<file path="src/rtl/bmp_stream_parser.sv">
// Streaming reader for 24-bpp uncompressed BMP files: parses the 54-byte header and emits {R,G,B}
// pixels with row/frame markers. Define BMP_HDR_CHECK_EN to reject unsupported headers via o_err.
`timescale 1ns/1ps
module bmp_stream_parser #(
   parameter int unsigned MAX_W = 4096,
   parameter int unsigned MAX_H = 4096
) (
   input  logic        clk,
   input  logic        rst_n,
   input  logic        i_start,
   input  logic [7:0]  i_byte,
   input  logic        i_valid,
   output logic        o_ready,
   output logic [23:0] o_pix,
   output logic        o_pix_valid,
   input  logic        i_pix_ready,
   output logic        o_sol,
   output logic        o_eol,
   output logic        o_eof,
   output logic [15:0] o_width,
   output logic [15:0] o_height,
   output logic        o_hdr_done,
   output logic        o_err,
   output logic        o_busy
);

   typedef enum logic [2:0] {IDLE, HDR, SKIP, PIX, OUT, PAD, DONE, ERR} state_t;
   state_t state, stateNext;

   logic [5:0]  hdrCnt;
   logic [31:0] skipCnt;
   logic [15:0] colCnt, rowCnt;
   logic [1:0]  byteIdx, padCnt, padLen;
   logic        solQ, eolQ, eofQ, hdrDone;
   logic [31:0] offBits;
   logic [15:0] width, height;
   logic [7:0]  blue, green;
   logic        take, hdrLast, hdrBad, skipNeeded, skipLast, emptyImg, padLast, pixLast;

`ifdef BMP_HDR_CHECK_EN
   logic [15:0]        bfType, planes, bitCount, widthHi, heightHi;
   logic [31:0]        compression, widthFull;
   logic signed [31:0] heightFull;

   assign widthFull  = {widthHi, width};
   assign heightFull = signed'({heightHi, height});
   assign hdrBad = (bfType != 16'h4D42) || (planes != 16'd1) || (bitCount != 16'd24) ||
                   (compression != 32'd0) || (offBits < 32'd54) ||
                   (widthFull == 32'd0) || (widthFull > MAX_W) ||
                   (heightFull <= 0) || ($unsigned(heightFull) > MAX_H);
   assign o_err  = (state == ERR);
`else
   assign hdrBad = 1'b0;
   assign o_err  = 1'b0;
`endif

   // Handshake and per-state terminal conditions; i_start overrides any byte transfer
   assign o_ready    = !i_start && (state inside {HDR, SKIP, PIX, PAD});
   assign take       = i_valid && o_ready;
   assign hdrLast    = (state == HDR) && take && (hdrCnt == 6'd53);
   assign skipNeeded = offBits > 32'd54;
   assign skipLast   = take && (skipCnt == offBits - 32'd55);
   assign emptyImg   = (width == 16'd0) || (height == 16'd0);
   assign padLen     = width[1:0];
   assign padLast    = take && (padCnt == padLen - 2'd1);
   assign pixLast    = take && (byteIdx == 2'd2);

   always_ff @(posedge clk or negedge rst_n) begin
      if (!rst_n) state <= IDLE;
      else        state <= stateNext;
   end

   always_comb begin
      stateNext = state;
      if (i_start) begin
         stateNext = HDR;
      end else begin
         case (state)
            HDR: if (hdrLast) begin
               if (hdrBad)          stateNext = ERR;
               else if (skipNeeded) stateNext = SKIP;
               else if (emptyImg)   stateNext = DONE;
               else                 stateNext = PIX;
            end
            SKIP: if (skipLast) stateNext = emptyImg ? DONE : PIX;
            PIX:  if (pixLast)  stateNext = OUT;
            OUT:  if (i_pix_ready) begin
               if (!eolQ)              stateNext = PIX;
               else if (padLen != 0)   stateNext = PAD;
               else if (eofQ)          stateNext = DONE;
               else                    stateNext = PIX;
            end
            PAD:  if (padLast) stateNext = eofQ ? DONE : PIX;
            default: ;
         endcase
      end
   end

   always_ff @(posedge clk or negedge rst_n) begin
      if (!rst_n) begin
         hdrCnt  <= '0;
         skipCnt <= '0;
         colCnt  <= '0;
         rowCnt  <= '0;
         byteIdx <= '0;
         padCnt  <= '0;
         solQ    <= 1'b0;
         eolQ    <= 1'b0;
         eofQ    <= 1'b0;
         hdrDone <= 1'b0;
         o_pix   <= '0;
      end else if (i_start) begin
         hdrCnt  <= '0;
         skipCnt <= '0;
         colCnt  <= '0;
         rowCnt  <= '0;
         byteIdx <= '0;
         padCnt  <= '0;
         solQ    <= 1'b0;
         eolQ    <= 1'b0;
         eofQ    <= 1'b0;
         hdrDone <= 1'b0;
      end else begin
         if ((state == HDR) && take) hdrCnt <= hdrCnt + 6'd1;
         if (hdrLast && !hdrBad) hdrDone <= 1'b1;
         if ((state == SKIP) && take) skipCnt <= skipCnt + 32'd1;
         if (state == PIX && take) begin
            if (byteIdx == 2'd2) begin
               byteIdx <= 2'd0;
               o_pix   <= {i_byte, green, blue};
               solQ    <= (colCnt == 16'd0);
               eolQ    <= (colCnt == width - 16'd1);
               eofQ    <= (colCnt == width - 16'd1) && (rowCnt == height - 16'd1);
            end else begin
               byteIdx <= byteIdx + 2'd1;
            end
         end
         if ((state == OUT) && i_pix_ready) begin
            if (eolQ) begin
               colCnt <= 16'd0;
               rowCnt <= rowCnt + 16'd1;
            end else begin
               colCnt <= colCnt + 16'd1;
            end
         end
         if ((state == PAD) && take) padCnt <= padLast ? 2'd0 : padCnt + 2'd1;
      end
   end

   // Header fields and partial pixel bytes are pure data: captured on transfer, never reset
   always_ff @(posedge clk) begin
      if ((state == HDR) && take) begin
         case (hdrCnt)
            6'd10: offBits[7:0]   <= i_byte;
            6'd11: offBits[15:8]  <= i_byte;
            6'd12: offBits[23:16] <= i_byte;
            6'd13: offBits[31:24] <= i_byte;
            6'd18: width[7:0]     <= i_byte;
            6'd19: width[15:8]    <= i_byte;
            6'd22: height[7:0]    <= i_byte;
            6'd23: height[15:8]   <= i_byte;
`ifdef BMP_HDR_CHECK_EN
            6'd0:  bfType[7:0]        <= i_byte;
            6'd1:  bfType[15:8]       <= i_byte;
            6'd20: widthHi[7:0]       <= i_byte;
            6'd21: widthHi[15:8]      <= i_byte;
            6'd24: heightHi[7:0]      <= i_byte;
            6'd25: heightHi[15:8]     <= i_byte;
            6'd26: planes[7:0]        <= i_byte;
            6'd27: planes[15:8]       <= i_byte;
            6'd28: bitCount[7:0]      <= i_byte;
            6'd29: bitCount[15:8]     <= i_byte;
            6'd30: compression[7:0]   <= i_byte;
            6'd31: compression[15:8]  <= i_byte;
            6'd32: compression[23:16] <= i_byte;
            6'd33: compression[31:24] <= i_byte;
`endif
            default: ;
         endcase
      end
      if ((state == PIX) && take) begin
         if (byteIdx == 2'd0) blue  <= i_byte;
         if (byteIdx == 2'd1) green <= i_byte;
      end
   end

   assign o_pix_valid = (state == OUT);
   assign o_sol       = solQ && o_pix_valid;
   assign o_eol       = eolQ && o_pix_valid;
   assign o_eof       = eofQ && o_pix_valid;
   assign o_hdr_done  = hdrDone;
   assign o_width     = hdrDone ? width  : 16'd0;
   assign o_height    = hdrDone ? height : 16'd0;
   assign o_busy      = !(state inside {IDLE, DONE, ERR});

endmodule

</file>
<file path="config.mk">
export PLATFORM = sky130hd
export DESIGN_NAME = bmp_stream_parser
export DESIGN_NICKNAME = d
export VERILOG_FILES = /design/src/rtl/bmp_stream_parser.sv
export SDC_FILE = /design/constraint.sdc
export NUM_CORES = 1
export LEC_CHECK = 0
export ABC_AREA = 1
export CAP_MARGIN = 40
export CORE_ASPECT_RATIO = 0.5
export CORE_UTILIZATION = 60
export CTS_BUF_LIST = sky130_fd_sc_hd__clkbuf_2 sky130_fd_sc_hd__clkbuf_4 sky130_fd_sc_hd__clkbuf_8
export CTS_CLUSTER_SIZE = 25
export DETAILED_ROUTE_END_ITERATION = 10
export GPL_ROUTABILITY_DRIVEN = 0
export PLACE_DENSITY = 0.81
export SYNTH_ARGS = -nofsm -noshare
export SYNTH_HDL_FRONTEND = slang
export SYNTH_SLANG_ARGS = --single-unit
</file>
<file path="constraint.sdc">
create_clock -name clk -period 4 [get_ports clk]
set_input_delay 0.8 -clock clk [delete_from_list [all_inputs] [get_ports clk]]
set_output_delay 0.8 -clock clk [all_outputs]
set_load 0.02 [all_outputs]
</file>
== After elaboration in Yosys (flattened, before gate mapping) ==
Cells that the tools add are included.
W data, S select, Z words.
Storage, ports and cells
  output and inout bits: 64
  input bits: 13
  register bits: 185
Operators by class
  equality and inequality tests: 27
  $lt $le $gt $ge: 1
  multiplexer cells: 41
  reduce and logical (&&, ||, !) cells: 49
  bitwise gates (word level): 1
  add/sub/neg operators: 10
Operators by type and width (number)
  $mux W16: 8
  $mux W32: 2
  $logic_not A16 Y1: 3
  $mux W3: 11
  $add A16 B1 Y16 const B: 2
  $add A32 B1 Y32 const B: 1
  $eq A16 B16 Y1: 2
  $eq A32 B32 Y1: 1
  $gt A32 B6 Y1 const B: 1
  $sub A16 B1 Y16 const B: 2
  $sub A32 B6 Y32 const B: 1
  $eq A6 B4 Y1 const B: 4
  $eq A6 B5 Y1 const B: 4
  $reduce_and A2 Y1: 12
  $reduce_bool A2 Y1: 9
  $logic_and A1 B1 Y1: 15
  $pmux W3 S5: 1
  $eq A3 B3 Y1 const B: 4
  $mux W2: 6
  $mux W6: 2
  $ne A3 B3 Y1 const B: 4
  $mux W1: 11
  $add A6 B1 Y6 const B: 1
  $eq A3 B2 Y1 const B: 2
  other kinds (18): 20

== Depth between registers and ports, before layout ==
  word-level depth: 9
  depth in mapped cells: 19
  gate-level depth less buffers: 19

== Worst setup path before layout ==
Ideal clock, no wire load.
  path type: input port to flip-flop
  start point: in i_start
  end point: reg width[10] (enable)
  stages: 10
  data arrival time: 2.475 ns
  library setup time: 0.383 ns
  slack: 1.141 ns
  path buffers: 1
  cell sequence: buf_6 inv_6 nand2_2 nor3_4 nand2_1 inv_1 nand2_1 inv_1 nand3_1 nor3_1
On the way
  word-level cells in the longest chain between the ends: 5
RTL lines
  from (decl): RTL line 10  | input logic i_start,
  $logic_not A1 Y1: RTL line 58  | assign o_ready = !i_start && (state inside {HDR, SKIP, PIX, PAD});
  $logic_and A1 B1 Y1: RTL line 58
  $logic_and A1 B1 Y1: RTL line 59  | assign take = i_valid && o_ready;
  $logic_and A1 B1 Y1: RTL line 152  | if ((state == HDR) && take) begin
  $reduce_and A2 Y1 (no line)
  to (signal assigned): RTL line 159  | 6'd19: width[15:8] <= i_byte;
  to (decl): RTL line 36  | logic [15:0] width, height;
Every way passes these cells.
A chain may end at the register's enable or synchronous reset.

== Final worst setup path ==
  start point: reg hdrDone, in the netlist o_hdr_done
  end point: out o_width[14]
On the way
  word-level cells in the longest chain between the ends: 1
RTL lines
  from (decl): RTL line 34  | logic solQ, eolQ, eofQ, hdrDone;
  from (signal assigned): RTL line 110  | hdrDone <= 1'b0;
  from (signal assigned): RTL line 122  | hdrDone <= 1'b0;
  from (signal assigned): RTL line 125  | if (hdrLast && !hdrBad) hdrDone <= 1'b1;
  $mux W16: RTL line 192  | assign o_width = hdrDone ? width : 16'd0;
  to (decl): RTL line 20  | output logic [15:0] o_width,
Every way passes these cells.

==> impl_metrics.yaml <==
power_and_ir_drop:
  sw_frac_of_total_pct: 29.45
  p_seq_share_pct: 55.5
  power_density_nw_per_um2: 310.2
  intPower_w: 0.002623
  peakVddDrop_mv: 0.2179
  p_comb_share_pct: 10.9
  power_switching_w: 0.001095
  p_leak_nw: 5.324
  p_clk_share_pct: 33.6
cts:
  cts_root_buf: "clkbuf_8"
  cts_hold_buf: 0
  clk_latency_ns: 0.49
  clk_pin_slew_ns: 0.11
  clock-sinks: 185
  cts_tree: "yes"
  post_cts_resized: 0
  post-cts-setup-buffer-count: 0
  cts_buffers: 17
  cts_buffer_depth: 2
  cts-htree-levels: 4
global_route:
  antenna_found_initial: 0
  grtUsageTotal_pct: 30.22
  first_global_vias: 8623
  grt_max_degree: 53
  grt_first_pass_wirelength_mm: 42.14
  grt_overflow: 0
synth:
  netlist_area_um2: 10540
  synthArstFlopShare_pct: 56.76
  synthCells: 1326
  yosysMostFrequentCell: "nand2_1"
  ys.flop_type: "dfrtp_1"
  synth_nets: 1351
  syn_avg_cell_area_um2: 7.948
  synthTopCellsByArea: "dfrtp_1 (25%), edfxtp_1 (23%), nand2_1 (12%)"
  yosysUniqueCellTypes: 52
  synthTopCellsByCount: "nand2_1 (326), inv_1 (189), nor2_1 (170), dfrtp_1 (105), edfxtp_1 (80)"
  synth_top_area_cell: "dfrtp_1"
  ys_seq_area_share_pct: 47.73
  synth_edf_count: 80
  synth_warnings: 0
  synth_seq_cells: 185
  synth_top_area_share_pct: 24.93
worst_setup_path:
  critPathLaunchType: "flop"
  critPathLaunch: "o_hdr_done"
  cp_num_buf_inv: 3
  crit_family: "buffers and inverters"
  slowest_stage: "dfrtp_1"
  cp_max_fo: 22
  crit_type: "flop to primary output"
  critical_path.cell_chain: "buf_4 -> nand2_1 -> inv_1 -> clkdlybuf4s50_1"
  crit_path_end_kind: "primary output"
  rr_startpoint: "state[1]"
  arrival_ns: 2.45
  required_ns: 3.20
  slowest_delay_ns: 0.89
timing:
  whs_ns: 0.2373
  period_share_pct: 81.22
  max_freq_mhz: 307.8
  rsz0062_at_grt: "false"
  min_period_ns: 3.249
  fin_skew_ns: 0.01522
  setup_viol: 0
  finalSetupTns_ns: 0
  worst_slack_ns: 0.7510
  hold_viol: 0
  relSlewSlack_pct: 45.03
  worst_slew_pin_slew_ns: 0.8245
  drv_slew: 0
final_layout:
  final_cells: 1652
  syn2layout_area_growth_pct: 13.74
  multiInputGateArea_um2: 4666
  regArea_um2: 5030
  nFillCells: 1299
  n_antenna_cell: 0
  drive_above_1_share_pct: 6.316
  final_nets: 1437
die:
  design.core.area_um2: 16760
  start_util_pct: 62.87
  dieArea_um2: 18130
  die_h_um: 95.72
  std_cell_rows: 33
  ioPinCount: 77
  die_x_um: 189.4
placement:
  preCtsSetupSlack_ns: 0.5429
  dp_hpwl_mm: 19.10
  io_buffer_count: 75
  dp_cells: 1620
detailed_routing:
  drt_wl_total_mm: 26.19
  antenna_left: 0
  via_per_inst: 5.576
  drcViolationCount: 0
  dr_wl_met2_mm: 12.06
  drtPass1Iterations: 5
  routed-wl-met3_mm: 1.911
  routed-via-count: 9212
  drtIter0Drc: 850
  drt-met1-wl_mm: 11.60
  top_layer: "met4"
  wire_per_inst_um: 15.86
outcome:
  outcome: "finished, final reports clean"
worst_hold_path:
  hp-class: "input pin to asynchronous set/reset pin"
flow_run:
  cap_violations: 0
power groups by stage:
| stage | combinational, W | clock (W) | sequential [W] |
|---|---|---|---|
| CTS | 0.000403 | 0.00126 | 0.00206 |
| detailed placement | 0.000401 | 0 | 0.00210 |
| floorplan | 0.000256 | 0 | 0.00209 |
| global route | 0.000447 | 0.00134 | 0.00207 |
| finish | 0.000405 | 0.00125 | 0.00206 |
| global placement | 0.000384 | 0 | 0.00210 |
routing by layer:
| layer | global-route usage (%) | vias up |
|---|---|---|
| li1 | - | 4447 |
| met1 | 40.26 | 4335 |
| met2 | 50.06 | 381 |
| met3 | 5.614 | 49 |
| met4 | 11.29 | 0 |
| met5 | 0 | - |
metrics by stage:
step	area [um^2]	utilization (%)	total power [W]
final	11990	71.50	0.003718
after CTS	11990	71.50	0.003727
after floorplan	10540	-	0.002348
after global routing	11990	71.50	0.003852
after global placement	11580	69.07	0.002481
after detailed placement	11600	69.19	0.002502
path summary, 6_finish.rpt:
kind / to / slack, ns / depth (start not counted)
max in group asynchronous: skipCnt[16] / 2.92 / 3
min: colCnt[15] / 0.24 / 1
max: o_width[14] / 0.75 / 4
max reg2reg: height[10] / 1.30 / 9
min reg2reg: o_pix[1] / 0.46 / 2
min in group clk: o_pix[1] / 0.46 / 2
cell usage in the layout, fill, tap and decap left out, types with 9 or more instances in the layout:
| cell | instances |
|---|---|
| edfxtp_1 | 80 |
| buf_4 | 11 |
| nor3_1 | 47 |
| nand4_1 | 27 |
| xor2_1 | 60 |
| xnor2_1 | 18 |
| clkbuf_8 | 17 |
| nor2_1 | 170 |
| a21oi_1 | 52 |
| inv_2 | 9 |
| nand3_1 | 73 |
| nand2_1 | 326 |
| o21ai_0 | 45 |
| clkdlybuf4s50_1 | 74 |
| ha_1 | 12 |
| inv_1 | 189 |
| dfrtp_1 | 105 |
cells by family (layout without fill, tap and decap cells):
family | after synthesis | after routing | synth area share, %
xor+xnor | 78 | 78 | 6.482
simple gates | 699 | 699 | 29.24
compound gates | 131 | 131 | 7.088
fa+ha+maj | 12 | 12 | 1.425
flops | 185 | 185 | 47.73
buf+inv | 220 | 319 | 8.002
other cells | 1 | 1 | 0.03558
state kept, by name, summed over array words and instances (netlist names), 2 cells and up:
register	cells
green	8
padCnt	2
colCnt	16
blue	8
width	16
byteIdx	2
o_pix	24
skipCnt	32
hdrCnt	6
height	16
rowCnt	16
offBits	32
state	3
layout make-up:
class                      instances  area share, %
timing repair buffer              87          7.203
sequential                       185          41.96
tap                              227          2.370
clock inverter                    15          1.284
multi-input combinational        921          38.92
clock buffer                      17          1.952
inverter                         200          6.305
Note: power is estimated with default switching activity, not from simulation.
==> RTL edit 1: new RTL, same flow settings <==
The option `BMP_HDR_CHECK_EN` is turned on by a define.
--- a/src/rtl/bmp_stream_parser.sv
+++ b/src/rtl/bmp_stream_parser.sv
@@ -1,6 +1,8 @@
 // Streaming reader for 24-bpp uncompressed BMP files: parses the 54-byte header and emits {R,G,B}
 // pixels with row/frame markers. Define BMP_HDR_CHECK_EN to reject unsupported headers via o_err.
 `timescale 1ns/1ps
+`define BMP_HDR_CHECK_EN
+
 module bmp_stream_parser #(
    parameter int unsigned MAX_W = 4096,
    parameter int unsigned MAX_H = 4096
Behaviour: same outputs for any inputs over 10 cycles, from zero or initial values and one cycle with rst_n low; that may be too few to reach the edited logic, so the function may still have changed.
==> RTL edit 1 against the unedited design <==
Register-to-register slack got worse by 0.21 ns; routed wire length increased by 37%; via count increased by 25%; cell area increased by 39%; sequential cell count increased by 112; area after synthesis increased by 37%; setup slack got worse by 0.10 ns; power increased by 82%; clock power increased by 120%; core utilization increased by 0.42 points; critical path type unchanged; critical endpoint is now o_eol.
==> RTL edit 1: results (changes against the unedited design) <==
metric	value	unit	change
layout cells sized above 1	9.11	%	+2.8 points
Compound-Gate Fraction of Synth Area	5.49	%	-1.6 points
Clock Latency Late Sink	0.60	ns	+0.11 ns
CTS clk-pin slew, worst paths	0.07	ns	-0.04 ns
Commonest cells post-synth	nand2_1 (361), inv_1 (194), edfxtp_1 (192)		
met3 Use GR	5.60	%	-0.019 points
status	complete, no violations		
Leak	6.84	nW	+29%
initial DRC count	1192		+40%
largest net degree at the start of global routing	55		+3.8%
post-synthesis async set-or-reset flop share	35.4	%	-21 points
Final nets	1681		+17%
met2 WL	16800	um	+39%
first-pass GRT wire length	56900	um	+35%
Post-synth EDFFs	192		+140%
placed cells	1919		+18%
CP Launch Point	state[0]		
Post-Synth XOR/XNOR Area	5.13	%	-1.4 points
# H-tree levels	2		-2
fillcell total	1578		+21%
synth unique cells	53		+1.9%
relative slew slack	48.4	%	+3.4 points
reg2reg start	offBits[0]		
Total GRT Usage	29.4	%	-0.80 points
peak supply drop	0.308	mV	+41%
DP Wirelength	24300	um	+27%
## RTL edit 1: cell types whose count changed after synthesis, moves of 5 or more
cell	delta
nor2_1	+14
nand3_1	-7
inv_1	+5
nor4_1	+22
xor2_1	-8
nand4_1	+12
nand2_1	+35
xnor2_1	+12
nor3_2	+5
edfxtp_1	+112
o31ai_1	+7
## RTL edit 1: report_power, final
| group | total, mW | switching, mW | internal (mW) |
|---|---|---|---|
| clock | 2.79 | 1.24 | 1.55 |
| combinational | 0.571 | 0.384 | 0.187 |
| sequential | 3.40 | 0.0569 | 3.34 |
| total | 6.75 | 1.68 | 5.07 |
## RTL edit 1: worst paths after layout
path,depth (start not counted),endpoint,slack (ns)
hold / removal,1,skipCnt[30],0.07
max in group asynchronous,3,o_pix[16],3.06
min in group clk,2,o_pix[4],0.45
hold reg to reg,2,o_pix[4],0.45
setup / recovery,6,o_eol,0.65
setup reg to reg,19,state[1],1.09
## RTL edit 1: cell type report
| class | instances | area [um^2] | area share [%] |
|---|---|---|---|
| clock buffers | 64 | 793 | 4.75 |
| clock inverters | 14 | 194 | 1.16 |
| inverters | 201 | 756 | 4.52 |
| multi-input cells | 1012 | 5210 | 31.2 |
| flip-flops and latches | 297 | 8390 | 50.2 |
| well taps | 307 | 384 | 2.30 |
| repair buffers | 102 | 973 | 5.83 |
## RTL edit 1: stage by stage
| stage | area (um^2) | util [%] | worst slack [ns] |
|---|---|---|---|
| floorplan | 14400 | - | 1.12 |
| global placement | 15700 | 67.6 | 0.789 |
| detailed placement | 15700 | 67.7 | 0.685 |
| CTS | 16700 | 71.9 | 0.704 |
| global route | 16700 | 71.9 | 0.588 |
| finish | 16700 | 71.9 | 0.648 |
==> RTL edit 2: new RTL, config.mk and constraints unchanged <==
Made on the original files. One comparison of `hdrCnt` changes from == to >=.
--- a/src/rtl/bmp_stream_parser.sv
+++ b/src/rtl/bmp_stream_parser.sv
@@ -57,7 +57,7 @@
    // Handshake and per-state terminal conditions; i_start overrides any byte transfer
    assign o_ready    = !i_start && (state inside {HDR, SKIP, PIX, PAD});
    assign take       = i_valid && o_ready;
-   assign hdrLast    = (state == HDR) && take && (hdrCnt == 6'd53);
+   assign hdrLast    = (state == HDR) && take && (hdrCnt >= 6'd53);
    assign skipNeeded = offBits > 32'd54;
    assign skipLast   = take && (skipCnt == offBits - 32'd55);
    assign emptyImg   = (width == 16'd0) || (height == 16'd0);
Check against the original RTL: no difference found for any inputs over 10 cycles, from zero or initial values and one cycle with rst_n low; that may be too few to reach the edited logic, so the function may still have changed.
==> RTL edit 2 against the unedited design <==
Sequential cell count unchanged; register-to-register slack lost 0.11 ns; routed wire length rose by 5.7%; global-route usage rose by 0.52 points; first-iteration DRC count up 4.1%; power is 0.43% higher; setup slack improved by 0.19 ns; area after synthesis is 1.5% higher; core utilization decreased by 1.8 points; cell area is 1.1% higher.
==> RTL edit 2: results (changes against the unedited design) <==
metric	value	unit	change
Port-buffer cells	75		unchanged
global route total overflow	0		unchanged
Leak	5.24	nW	-1.5%
relative slew slack	41.1	%	-4.0 points
peak supply drop	0.290	mV	+33%
synth unique cells	46		-12%
Post-synth EDFFs	80		unchanged
Hold WC Path Type	input pin to asynchronous set/reset pin		
R2R cell count	15		+6
Setup Skew	0.0175	ns	+0.00223 ns
number of global-route vias before repair	8725		+1.2%
initial DRC count	885		+4.1%
Final nets	1453		+1.1%
Synth area leaders	dfrtp_1 (25%), edfxtp_1 (22%), nand2_1 (13%)		
crit path capture	o_eol		
reg2reg start	offBits[0]		
vias	9562		+3.8%
required time worst endpoint	3.20	ns	about the same
main flop type after synthesis	dfrtp_1		
Seq/Total Area, Yosys	47.0	%	-0.73 points
root buf cell	clkbuf_8		
DR WL/cell	16.5	um	+4.2%
CTS clk-pin slew, worst paths	0.11	ns	about the same
DP Wirelength	19900	um	+4.1%
Largest regs	offBits (32), skipCnt (32), o_pix (24)		
layout cells sized above 1	5.48	%	-0.83 points
Post-Synthesis Net Count	1372		+1.6%
post-synthesis async set-or-reset flop share	56.8	%	unchanged
Total GRT Usage	30.7	%	+0.52 points
largest net degree at the start of global routing	52		-1.9%
Worst R2R Setup Slack	1.19	ns	-0.11 ns
DRT Pass-1 Iters	8		+3
CTS Buffer Depth	2		unchanged
CP max FO	5		-77%
fillcell total	1346		+3.6%
first-pass GRT wire length	43600	um	+3.4%
Clock Latency Late Sink	0.48	ns	
post-CTS setup repair buffer count	0		unchanged
status	complete, no violations		
CP Launch Point	state[0]		
reg-to-reg endpoint	state[0]		
Commonest cells post-synth	nand2_1 (362), inv_1 (184), nor2_1 (159)		
RTL edit 2: cell count changes in the layout (fill, tap and decap cells not counted), sizes merged, moves of 9 or more:
cell and change:
inv -11, xnor2 +9, o21ai -12, nor4 +13, o31ai +14, nand3 -15
nand2 +36, nor2 -13
RTL edit 2: worst min path at each step:
stage	start	to	slack [ns]	cells past startpoint
after CTS	rst_n	hdrCnt[4]	0.39	1
after floorplan	blue[0]	o_pix[0]	0.43	2
after global placement	green[4]	o_pix[12]	0.44	2
after global routing	rst_n	skipCnt[29]	0.42	1
final	rst_n	skipCnt[29]	0.36	1
after detailed placement	blue[6]	o_pix[6]	0.44	2
RTL edit 2: critical path, stage by stage, from the launching register on:
cell	delay, ns
dfrtp_1	0.46
inv_1	0.16
nand2_1	0.11
nor2_4	0.15
inv_1	0.10
nor2_1	0.15
clkdlybuf4s50_1	0.66
RTL edit 2: cells by family after synthesis:
| family | Yosys count | synth area share, % |
|---|---|---|
| fa+ha+maj | 12 | 1.40 |
| xor+xnor | 95 | 8.03 |
| flops | 185 | 47.0 |
| other cells | 1 | 0.0350 |
| buf+inv | 212 | 7.63 |
| compound gates | 121 | 6.56 |
| simple gates | 721 | 29.3 |
RTL edit 2: per-stage QoR:
step	cell area (um^2)	power (mW)	worst slack (ns)	instances	util (%)
2_1_floorplan	10700	2.32	1.11	1347	-
3_3_place_gp	11700	2.44	0.664	1643	67.4
3_5_place_dp	11700	2.46	0.569	1643	67.4
4_1_cts	12100	3.73	0.956	1675	69.7
5_1_grt	12100	3.85	0.811	1675	69.7
6_report	12100	3.73	0.937	1675	69.7
RTL edit 2: final cells by class:
type	instances	area share (%)
Inverter	187	5.83
Clock buffer	18	2.04
Timing Repair Buffer	87	6.92
Multi-Input combinational cell	950	40.1
Sequential cell	185	41.5
Tap cell	234	2.42
Clock inverter	14	1.24
RTL edit 2: metal layers:
| layer | global-route usage [%] | vias to the layer above | part of all wire, % |
|---|---|---|---|
| met1 | 42.8 | 4493 | 43 |
| met4 | 10.9 | 0 | 2.5 |
| met2 | 50.0 | 469 | 46 |
| met5 | 0 | - | 0 |
| li1 | - | 4525 | - |
| met3 | 4.15 | 75 | 9.1 |
RTL edit 2: where the power goes:
| group | leakage (nW) | switching, mW | internal, mW |
|---|---|---|---|
| registers | 2.18 | 0.0430 | 2.02 |
| logic | 2.86 | 0.251 | 0.117 |
| clock network | 0.207 | 0.769 | 0.539 |
| total | 5.24 | 1.06 | 2.67 |
